===== src/rtl/lcd_pkg.sv =====
// lcd_pkg: shared definitions for the HD44780-class LCD bus sequencer.
//   - lcd_state_e : sequencer FSM state encoding
//   - *_DEF       : default timing constants in sys_clk cycles
//   - RS_* / RW_* : LCD register-select and read/write encodings
//   - max3        : helper used to size the shared phase counter
package lcd_pkg;

    typedef enum logic [2:0] {
        StIdle,
        StPAs,   // poll: RS/RW setup
        StPEh,   // poll: E high
        StPEl,   // poll: E low / recovery
        StXAs,   // transfer: RS/RW (and write data) setup
        StXEh,   // transfer: E high
        StXEl,   // transfer: E low, data hold and recovery
        StDone
    } lcd_state_e;

    localparam int unsigned T_AS_DEF    = 2;
    localparam int unsigned T_PW_DEF    = 8;
    localparam int unsigned T_EL_DEF    = 12;
    localparam int unsigned BUSY_TO_DEF = 32'h0000_FFFF;

    localparam logic RS_INST = 1'b0;
    localparam logic RS_DATA = 1'b1;
    localparam logic RW_WR   = 1'b0;
    localparam logic RW_RD   = 1'b1;

    function automatic int unsigned max3(input int unsigned a, input int unsigned b,
                                         input int unsigned c);
        int unsigned m;
        m = (a > b) ? a : b;
        return (m > c) ? m : c;
    endfunction

endpackage


===== src/rtl/lcd_phase_tmr.sv =====
// lcd_phase_tmr: loadable down-counter shared by all sequencer phases.
// Load the phase length minus one on phase entry; done_o is high in the last cycle of the phase,
// so a load value of 0 gives a one-cycle phase.
// Ports:
//   clk_i, rst_ni   clock, asynchronous active-low reset
//   load_i          load load_val_i this cycle (takes effect next cycle)
//   load_val_i      reload value
//   done_o          counter has reached zero
module lcd_phase_tmr #(
    parameter int unsigned Width = 4
) (
    input  logic             clk_i,
    input  logic             rst_ni,
    input  logic             load_i,
    input  logic [Width-1:0] load_val_i,
    output logic             done_o
);

    logic [Width-1:0] cnt_d, cnt_q;

    always_comb begin
        cnt_d = cnt_q;
        if (load_i) begin
            cnt_d = load_val_i;
        end else if (cnt_q != '0) begin
            cnt_d = cnt_q - 1'b1;
        end
    end

    always_ff @(posedge clk_i or negedge rst_ni) begin
        if (!rst_ni) begin
            cnt_q <= '0;
        end else begin
            cnt_q <= cnt_d;
        end
    end

    assign done_o = (cnt_q == '0);

endmodule


===== src/rtl/lcd_bus_seq.sv =====
// lcd_bus_seq: clocked sequencer for the HD44780-class character LCD port.
// The MCU posts one command/data transaction; the block optionally polls the busy flag (DB7),
// then performs the transfer with RS/RW setup, E pulse width and E-low recovery timing.
// Ports:
//   sys_clk_i, sys_nrst_i        clock, asynchronous active-low reset
//   req_i, rs_i, rw_i, poll_en_i transaction request and its attributes (sampled in idle only)
//   wdat_i8                      write data
//   busy_o                       sequencer not idle
//   rdat_o8, rdat_vld_o          last read data, one-cycle update pulse
//   to_err_o, err_clr_i          sticky busy-poll timeout flag and its clear
//   lcd_rs_o, lcd_rw_o, lcd_e_o  LCD control pins
//   lcd_db_o8, lcd_db_oe_o       LCD data out and output enable
//   lcd_db_i8                    LCD data in
module lcd_bus_seq
    import lcd_pkg::*;
#(
    parameter int unsigned T_AS    = T_AS_DEF,
    parameter int unsigned T_PW    = T_PW_DEF,
    parameter int unsigned T_EL    = T_EL_DEF,
    parameter int unsigned BUSY_TO = BUSY_TO_DEF
) (
    input  logic       sys_clk_i,
    input  logic       sys_nrst_i,
    input  logic       req_i,
    input  logic       rs_i,
    input  logic       rw_i,
    input  logic       poll_en_i,
    input  logic [7:0] wdat_i8,
    output logic       busy_o,
    output logic [7:0] rdat_o8,
    output logic       rdat_vld_o,
    output logic       to_err_o,
    input  logic       err_clr_i,
    output logic       lcd_rs_o,
    output logic       lcd_rw_o,
    output logic       lcd_e_o,
    output logic [7:0] lcd_db_o8,
    output logic       lcd_db_oe_o,
    input  logic [7:0] lcd_db_i8
);

    localparam int unsigned TMax   = max3(T_AS, T_PW, T_EL);
    // Counter holds phase length minus one.
    localparam int unsigned CntW   = (TMax > 1) ? $clog2(TMax) : 1;
    localparam logic [15:0] BusyTo = 16'(BUSY_TO);

    lcd_state_e  state_d, state_q;
    logic        rs_d, rs_q;
    logic        rw_d, rw_q;
    logic [7:0]  wdat_d, wdat_q;
    logic [15:0] poll_cnt_d, poll_cnt_q;
    logic        bf_d, bf_q;
    logic [7:0]  rdat_d, rdat_q;
    logic        err_d, err_q;
    logic        err_set;

    logic            tmr_load;
    logic [CntW-1:0] tmr_load_val;
    logic            tmr_done;

    lcd_phase_tmr #(
        .Width(CntW)
    ) u_phase_tmr (
        .clk_i     (sys_clk_i),
        .rst_ni    (sys_nrst_i),
        .load_i    (tmr_load),
        .load_val_i(tmr_load_val),
        .done_o    (tmr_done)
    );

    // State register and datapath registers.
    always_ff @(posedge sys_clk_i or negedge sys_nrst_i) begin
        if (!sys_nrst_i) begin
            state_q    <= StIdle;
            rs_q       <= RS_INST;
            rw_q       <= RW_RD;
            wdat_q     <= 8'h00;
            poll_cnt_q <= 16'h0000;
            bf_q       <= 1'b0;
            rdat_q     <= 8'h00;
            err_q      <= 1'b0;
        end else begin
            state_q    <= state_d;
            rs_q       <= rs_d;
            rw_q       <= rw_d;
            wdat_q     <= wdat_d;
            poll_cnt_q <= poll_cnt_d;
            bf_q       <= bf_d;
            rdat_q     <= rdat_d;
            err_q      <= err_d;
        end
    end

    // Next-state logic.
    always_comb begin
        state_d    = state_q;
        rs_d       = rs_q;
        rw_d       = rw_q;
        wdat_d     = wdat_q;
        poll_cnt_d = poll_cnt_q;
        bf_d       = bf_q;
        rdat_d     = rdat_q;
        err_set    = 1'b0;

        unique case (state_q)
            StIdle: begin
                if (req_i) begin
                    rs_d       = rs_i;
                    rw_d       = rw_i;
                    wdat_d     = wdat_i8;
                    poll_cnt_d = 16'h0000;
                    // poll_en is only needed for this branch, so it is used directly.
                    state_d    = poll_en_i ? StPAs : StXAs;
                end
            end
            StPAs: begin
                if (tmr_done) state_d = StPEh;
            end
            StPEh: begin
                if (tmr_done) begin
                    bf_d    = lcd_db_i8[7];
                    state_d = StPEl;
                end
            end
            StPEl: begin
                if (tmr_done) begin
                    if (!bf_q) begin
                        state_d = StXAs;
                    end else if (poll_cnt_q < BusyTo) begin
                        poll_cnt_d = poll_cnt_q + 16'd1;
                        state_d    = StPAs;
                    end else begin
                        // Give up polling; the transfer still goes ahead.
                        err_set = 1'b1;
                        state_d = StXAs;
                    end
                end
            end
            StXAs: begin
                if (tmr_done) state_d = StXEh;
            end
            StXEh: begin
                if (tmr_done) begin
                    if (rw_q == RW_RD) rdat_d = lcd_db_i8;
                    state_d = StXEl;
                end
            end
            StXEl: begin
                if (tmr_done) state_d = StDone;
            end
            StDone: begin
                state_d = StIdle;
            end
            default: begin
                state_d = StIdle;
            end
        endcase

        // Set wins over a simultaneous clear.
        err_d = (err_q & ~err_clr_i) | err_set;
    end

    // Phase timer reload on every state change.
    always_comb begin
        tmr_load = (state_d != state_q);
        case (state_d)
            StPAs, StXAs: tmr_load_val = CntW'(T_AS - 1);
            StPEh, StXEh: tmr_load_val = CntW'(T_PW - 1);
            StPEl, StXEl: tmr_load_val = CntW'(T_EL - 1);
            default:      tmr_load_val = '0;
        endcase
    end

    // Outputs decoded from the registered state.
    always_comb begin
        lcd_e_o     = 1'b0;
        lcd_rs_o    = RS_INST;
        lcd_rw_o    = RW_RD;
        lcd_db_oe_o = 1'b0;
        lcd_db_o8   = 8'h00;

        unique case (state_q)
            StPEh: begin
                lcd_e_o = 1'b1;
            end
            StXAs, StXEh, StXEl: begin
                lcd_rs_o = rs_q;
                lcd_rw_o = rw_q;
                lcd_e_o  = (state_q == StXEh);
                // Drive data from setup through the end of E-low, covering hold time.
                if (rw_q == RW_WR) begin
                    lcd_db_oe_o = 1'b1;
                    lcd_db_o8   = wdat_q;
                end
            end
            default: begin
            end
        endcase
    end

    assign busy_o     = (state_q != StIdle);
    assign rdat_vld_o = (state_q == StDone) && (rw_q == RW_RD);
    assign rdat_o8    = rdat_q;
    assign to_err_o   = err_q;

endmodule


===== config.mk =====
export PLATFORM = sky130hd
export DESIGN_NAME = lcd_bus_seq
export DESIGN_NICKNAME = d
export VERILOG_FILES = /design/src/rtl/lcd_pkg.sv /design/src/rtl/lcd_phase_tmr.sv /design/src/rtl/lcd_bus_seq.sv
export SDC_FILE = /design/constraint.sdc
export NUM_CORES = 1
export LEC_CHECK = 0
export CAP_MARGIN = 5
export CORE_MARGIN = 2
export CORE_UTILIZATION = 50
export DETAILED_ROUTE_END_ITERATION = 7
export PLACE_DENSITY = 0.8
export REMOVE_ABC_BUFFERS = 1
export SETUP_SLACK_MARGIN = 0.4
export SYNTH_ARGS = -nofsm -noshare
export SYNTH_HDL_FRONTEND = slang
export SYNTH_SLANG_ARGS = --single-unit

===== constraint.sdc =====
create_clock -name sys_clk_i -period 4.1 [get_ports sys_clk_i]
set_clock_uncertainty 0.1 [all_clocks]
set_input_delay 0.82 -clock sys_clk_i [delete_from_list [all_inputs] [get_ports sys_clk_i]]
set_output_delay 0.82 -clock sys_clk_i [all_outputs]
set_load 0.03 [all_outputs]

== Word-level counts from Yosys, hierarchy flattened ==
Index checks and enable logic that the tools add are counted.
W data, S select, Z words.
Word-level totals
  register bits after elaboration: 43
  bits in latches: 0
  RAM bits: 0
  bits in read-only memories: 0
  word-level logic and storage cells: 78
  memories kept: 0
Cells by class
  add/subtract/negate cells: 2
  multiply operators: 0
  divide/modulo/power cells: 0
  order comparisons: 1
  equality and inequality tests: 18
  shift-type cells: 0
  mux-type cells: 30
  bitwise logic cells: 3
  reduce and logical (&&, ||, !) cells: 15
Operators with widths (number)
  $mux W16: 4
  $pmux W16 S2: 1
  $mux W3: 10
  $pmux W3 S8: 1
  $eq A3 B3 Y1 const B: 7
  $add A16 B1 Y16 const B: 1
  $lt A16 B16 Y1 const B: 1
  $mux W8: 2
  $eq A3 B2 Y1 const B: 4
  $pmux W4 S3: 1
  $mux W1: 8
  $mux W4: 2
  $ne A2 B2 Y1 const B: 4
  $eq A3 B1 Y1 const B: 2
  $reduce_or A2 Y1: 3
  $reduce_and A5 Y1: 1
  $logic_not A4 Y1: 1
  $reduce_and A2 Y1: 2
  $reduce_bool A2 Y1: 2
  $reduce_bool A4 Y1: 1
  $sub A4 B1 Y4 const B: 1
  $logic_not A3 Y1: 1
  $ne A3 B3 Y1: 1
  $reduce_and A3 Y1: 1
  other kinds (7): 7

== Logic depth before layout (Yosys ltp) ==
  word-level depth: 9
  gate-level depth with buffers: 8
  mapped depth without buffers: 6

== Modules after synthesis ==
A second synthesis with hierarchy kept.
Second synthesis, totals
  cell total of the unflattened synthesis: 254
  area total of the unflattened synthesis: 2361.0 um^2
By module, submodules not included
  lcd_bus_seq: times used 1, cells each 232, area an instance 2127.0 um^2, seq. area each 977.2 um^2
  lcd_phase_tmr: times used 1, cells each 22, area an instance 234.0 um^2, seq. area each 100.1 um^2

== Least setup slack after synthesis ==
OpenSTA, ideal clock, no wires.
  path kind: flip-flop to output port
  start: register state_q[2]
  end: output lcd_db_o8[0]
  data arrival time: 1.808 ns
  required time: 3.180 ns
  path slack: 1.372 ns
  stages on the path, launching flop included: 6
  buffers on the path: 2
  cell sequence: dfrtp_1 > buf_2 > buf_1 > nand2_1 > nor2_1 > and2_1
Between the ends
  cells in the longest elaborated chain, start to end: 3
  elaborated cells on any way between the ends: 5
  classes of those cells: eq/ne: 3; mux: 1; reduce/logical: 1
RTL lines
  start: declaration: RTL line lcd_bus_seq.sv:47  | lcd_state_e state_d, state_q;
  start signal: assignment: RTL line lcd_bus_seq.sv:74  | state_q <= StIdle;
  start signal: assignment: RTL line lcd_bus_seq.sv:83  | state_q <= state_d;
  $eq A3 B3 Y1: RTL line lcd_bus_seq.sv:182  | unique case (state_q)
  $reduce_or A3 Y1 (*): RTL line lcd_bus_seq.sv:182
  $mux W8 (*): RTL line lcd_bus_seq.sv:182
  end: declaration: RTL line lcd_bus_seq.sv:37  | output logic [7:0] lcd_db_o8,
Every way passes the cells marked *; elsewhere a longest branch is shown, timed or not.

== Worst setup path in the final report ==
  start: register state_q[1]
  end: output lcd_db_o8[7]
The elaborated chain is that of the path after synthesis.

==> results.md <==
• **run status** complete, no violations
• **worst hold-check path type** reg2reg
• **post-CTS setup buffer count** 0
• **Critical Setup Path Class** reg2out
• **H-tree depth reported by CTS** 2
• **cells after synthesis** 250
• **CP Data Arrival Time** 2.56 ns
• **fraction of the yosys area taken by sequential cells** 46.6%
• **Worst-Skew Late Latency** 0.30 ns
• **reg2reg path depth** 6
• **global-route wire length before repair** 8.49 mm
• **kind of start point of the critical path** flop
• **Area growth, synth to finish** 23.9%
• **drt first pass iters** 4
• **highest ir drop seen on vdd** 0.000389 V
• **number of buffers added by the clock tree synthesis step** 5
• **Seq. cell area** 1080 sq um
• **final hold violation count** 0
• **GRT overflow** 0
• **endpoint required time on the critical path** 3.18 ns
• **GRT Resource Usage Total** 20.6%
• **number of DRC markers after the initial detailed-route iteration** 135
• **number of cells in the design after placement** 336
• **Synth Flop Type** dfrtp_1
• **capture point of the worst path** lcd_db_o8[7]
• **combined area of the multi-input logic cells** 1140 sq um
• **WL/cell** 14.2 microns
• **Die Span X** 72.0 microns
• **Non-Filler Instances** 344
• **initial standard-cell utilization of the core** 52.4%
• **worst slew margin relative to its limit** 21.3%
• **buffers added on ports** 45
• **Post-synth EDFFs** 0
• **post-detail-place hpwl** 3.29 mm
• **CTS max path bufs** 2
• **CP max FO** 20
• **total via count in the routed design** 2006
• **reg2reg setup slack** 1.40 ns
• **pin count of the biggest net entering global routing** 44
• **number of maximum-capacitance constraint violations** 0
• **die area** 5190 sq um
• **crit path launch** state_q[1]
• **number of rows created at floorplan** 24
• **number of resized instances in the post-cts repair step** 0
• **setup repair after global routing missed its margin** no
• **vias in the first global route** 1897
• **power density over the cells** 664 nW/um^2
• **final worst-path cycle share** 84.8%
• **Fin Setup TNS** 0 ns
• **remaining number of nets flagged by the antenna check after routing** 0
• **Fillers** 363
• **core outline area** 4410 sq um
• **total wirelength of the detailed-routed design** 4.87 mm
• **layout cell share with drive strength beyond 1** 10.6%
• **initial antenna violation count** 0
• **crit path capture type** output pin
• **GPL Wtd Cong** 0.827
• **Max Transition Viols Final** 0
• **mean instance size in the synthesized netlist** 9.25 sq um
• **reg-to-reg critical path startpoint** u_phase_tmr.cnt_q[0]
• **post-synth design cell area** 2310 sq um
• **boundary pin count** 46
• **synth warn** 0
• **Fmax** 288 MHz
• **number of diodes** 0
• **DRC** 0
• **Layout Nets** 316
• **post-synthesis async set-or-reset flop share** 100%
• **reported leakage power** 1.20 nW
• **TritonCTS clock tree** built
• **clock transition at the registers of the reported paths** 0.08 ns
• **height of the chip** 72.0 microns
• **distinct cell type count after synthesis** 46
• **routed vias/inst** 5.83
• **number of synthesized register bits** 43
• **cell at the root of the clock tree** clkbuf_8
• **minimum clock period after layout** 3.48 ns
• **slew at the pin closest to its max-slew limit** 1.17 ns
• **number of setup violations in the final report** 0
• **# hold bufs at CTS** 0
• **RR Endpoint** rdat_o8[0]
• **total number of clock tree sinks** 43
## worst max-delay path, stage by stage (launching register included)
cell             delay [ns]
dfrtp_1                0.60
nand2_1                0.25
nand2_1                0.07
nor2_1                 0.46
and2_1                 0.21
clkdlybuf4s50_1        0.66
## layer usage
| layer | global-route usage (%) | vias to the layer above | wire length [microns] |
|---|---|---|---|
| met4 | 7.55 | 0 | 63 |
| met1 | 27.3 | 971 | 2250 |
| met5 | 0 | - | 0 |
| met2 | 32.9 | 53 | 2310 |
| met3 | 5.00 | 6 | 253 |
| li1 | - | 976 | - |
## power by group
part	total [mW]	internal, mW	switching, mW
clock	0.264	0.119	0.145
sequential	0.757	0.583	0.175
combinational	0.880	0.399	0.482
## state kept, by name, indices dropped and copies added, names as in the netlist, 3 cells and up
| register | flops |
|---|---|
| u_phase_tmr.cnt_q | 4 |
| wdat_q | 8 |
| state_q | 3 |
| poll_cnt_q | 16 |
| rdat_o8 | 8 |
## cell families after synthesis
group | share of synthesized area, %
mux | 6.98
fa+ha+maj | 1.08
simple gates | 29.2
xor+xnor | 0.379
compound gates | 11.4
buf+inv | 4.43
flops | 46.6
## final cells by class
class	count	share of cell area (%)
clock inverter	2	0.437
sequential	43	37.6
clock buffer	6	2.53
inverter	10	1.31
timing repair buffer	47	16.1
tap	52	2.27
multi-input combinational	184	39.8
## through the flow
| step | hold slack, ns | util, % | instance area, sq um | setup WS, ns | power [mW] |
|---|---|---|---|---|---|
| floorplan | 0.337 | - | 2250 | 0.648 | 1.30 |
| global placement | 0.352 | 63.0 | 2780 | 1.06 | 1.62 |
| detailed placement | 0.354 | 63.0 | 2780 | 0.989 | 1.64 |
| CTS | 0.375 | 64.9 | 2870 | 0.629 | 1.92 |
| global route | 0.393 | 64.9 | 2870 | 0.495 | 2.03 |
| finish | 0.372 | 64.9 | 2870 | 0.624 | 1.90 |
## cell usage in the layout (no fill, tap or decap), drive strengths merged, types with 2 or more instances in the layout
cell type	count
nand4b	2
dfrtp	42
nand4	6
o21ai	9
nand3b	2
or3	6
nor4	7
a22oi	2
nor4b	2
nor3	4
clkdlybuf4s50	44
nand3	8
o221ai	2
nor3b	2
buf	3
or4	9
ha	2
clkbuf	6
nor2	7
or2	4
nand2	53
o31ai	10
mux2	9
a21oi	11
and2	8
mux2i	6
and3	3
inv	10
## Yosys cell counts (2+ instances only)
cell type	count	share of area, %
or4_1	8	2.6
inv_1	10	1.6
nand4_1	6	1.6
and3_1	3	0.81
a22oi_1	2	0.65
clkbuf_1	9	1.5
nand3b_1	2	0.65
mux2_2	9	4.4
nand3_1	8	1.7
o21ai_0	9	1.9
or3_1	4	1.1
dfrtp_1	42	45
o221ai_1	2	0.76
a21oi_1	11	2.4
nand2_1	53	8.6
buf_6	2	0.97
ha_1	2	1.1
mux2i_1	6	2.6
nand4b_1	2	0.76
nor2_1	7	1.1
nor4b_1	2	0.76
and2_1	8	2.2
or2_2	4	1.1
nor3_1	3	0.65
o31ai_1	10	3.2
nor4_1	6	1.6
## worst min-delay path by stage
stage,start,end,slack [ns],cells after the start
6_report,wdat_q[1],wdat_q[1],0.37,2
5_1_grt,wdat_q[4],wdat_q[4],0.39,2
4_1_cts,wdat_q[4],wdat_q[4],0.38,2
3_5_place_dp,wdat_q[4],wdat_q[4],0.35,2
3_3_place_gp,wdat_q[4],wdat_q[4],0.35,2
2_1_floorplan,wdat_q[0],wdat_q[0],0.34,2
No activity file was read; power rests on OpenSTA's default activity.
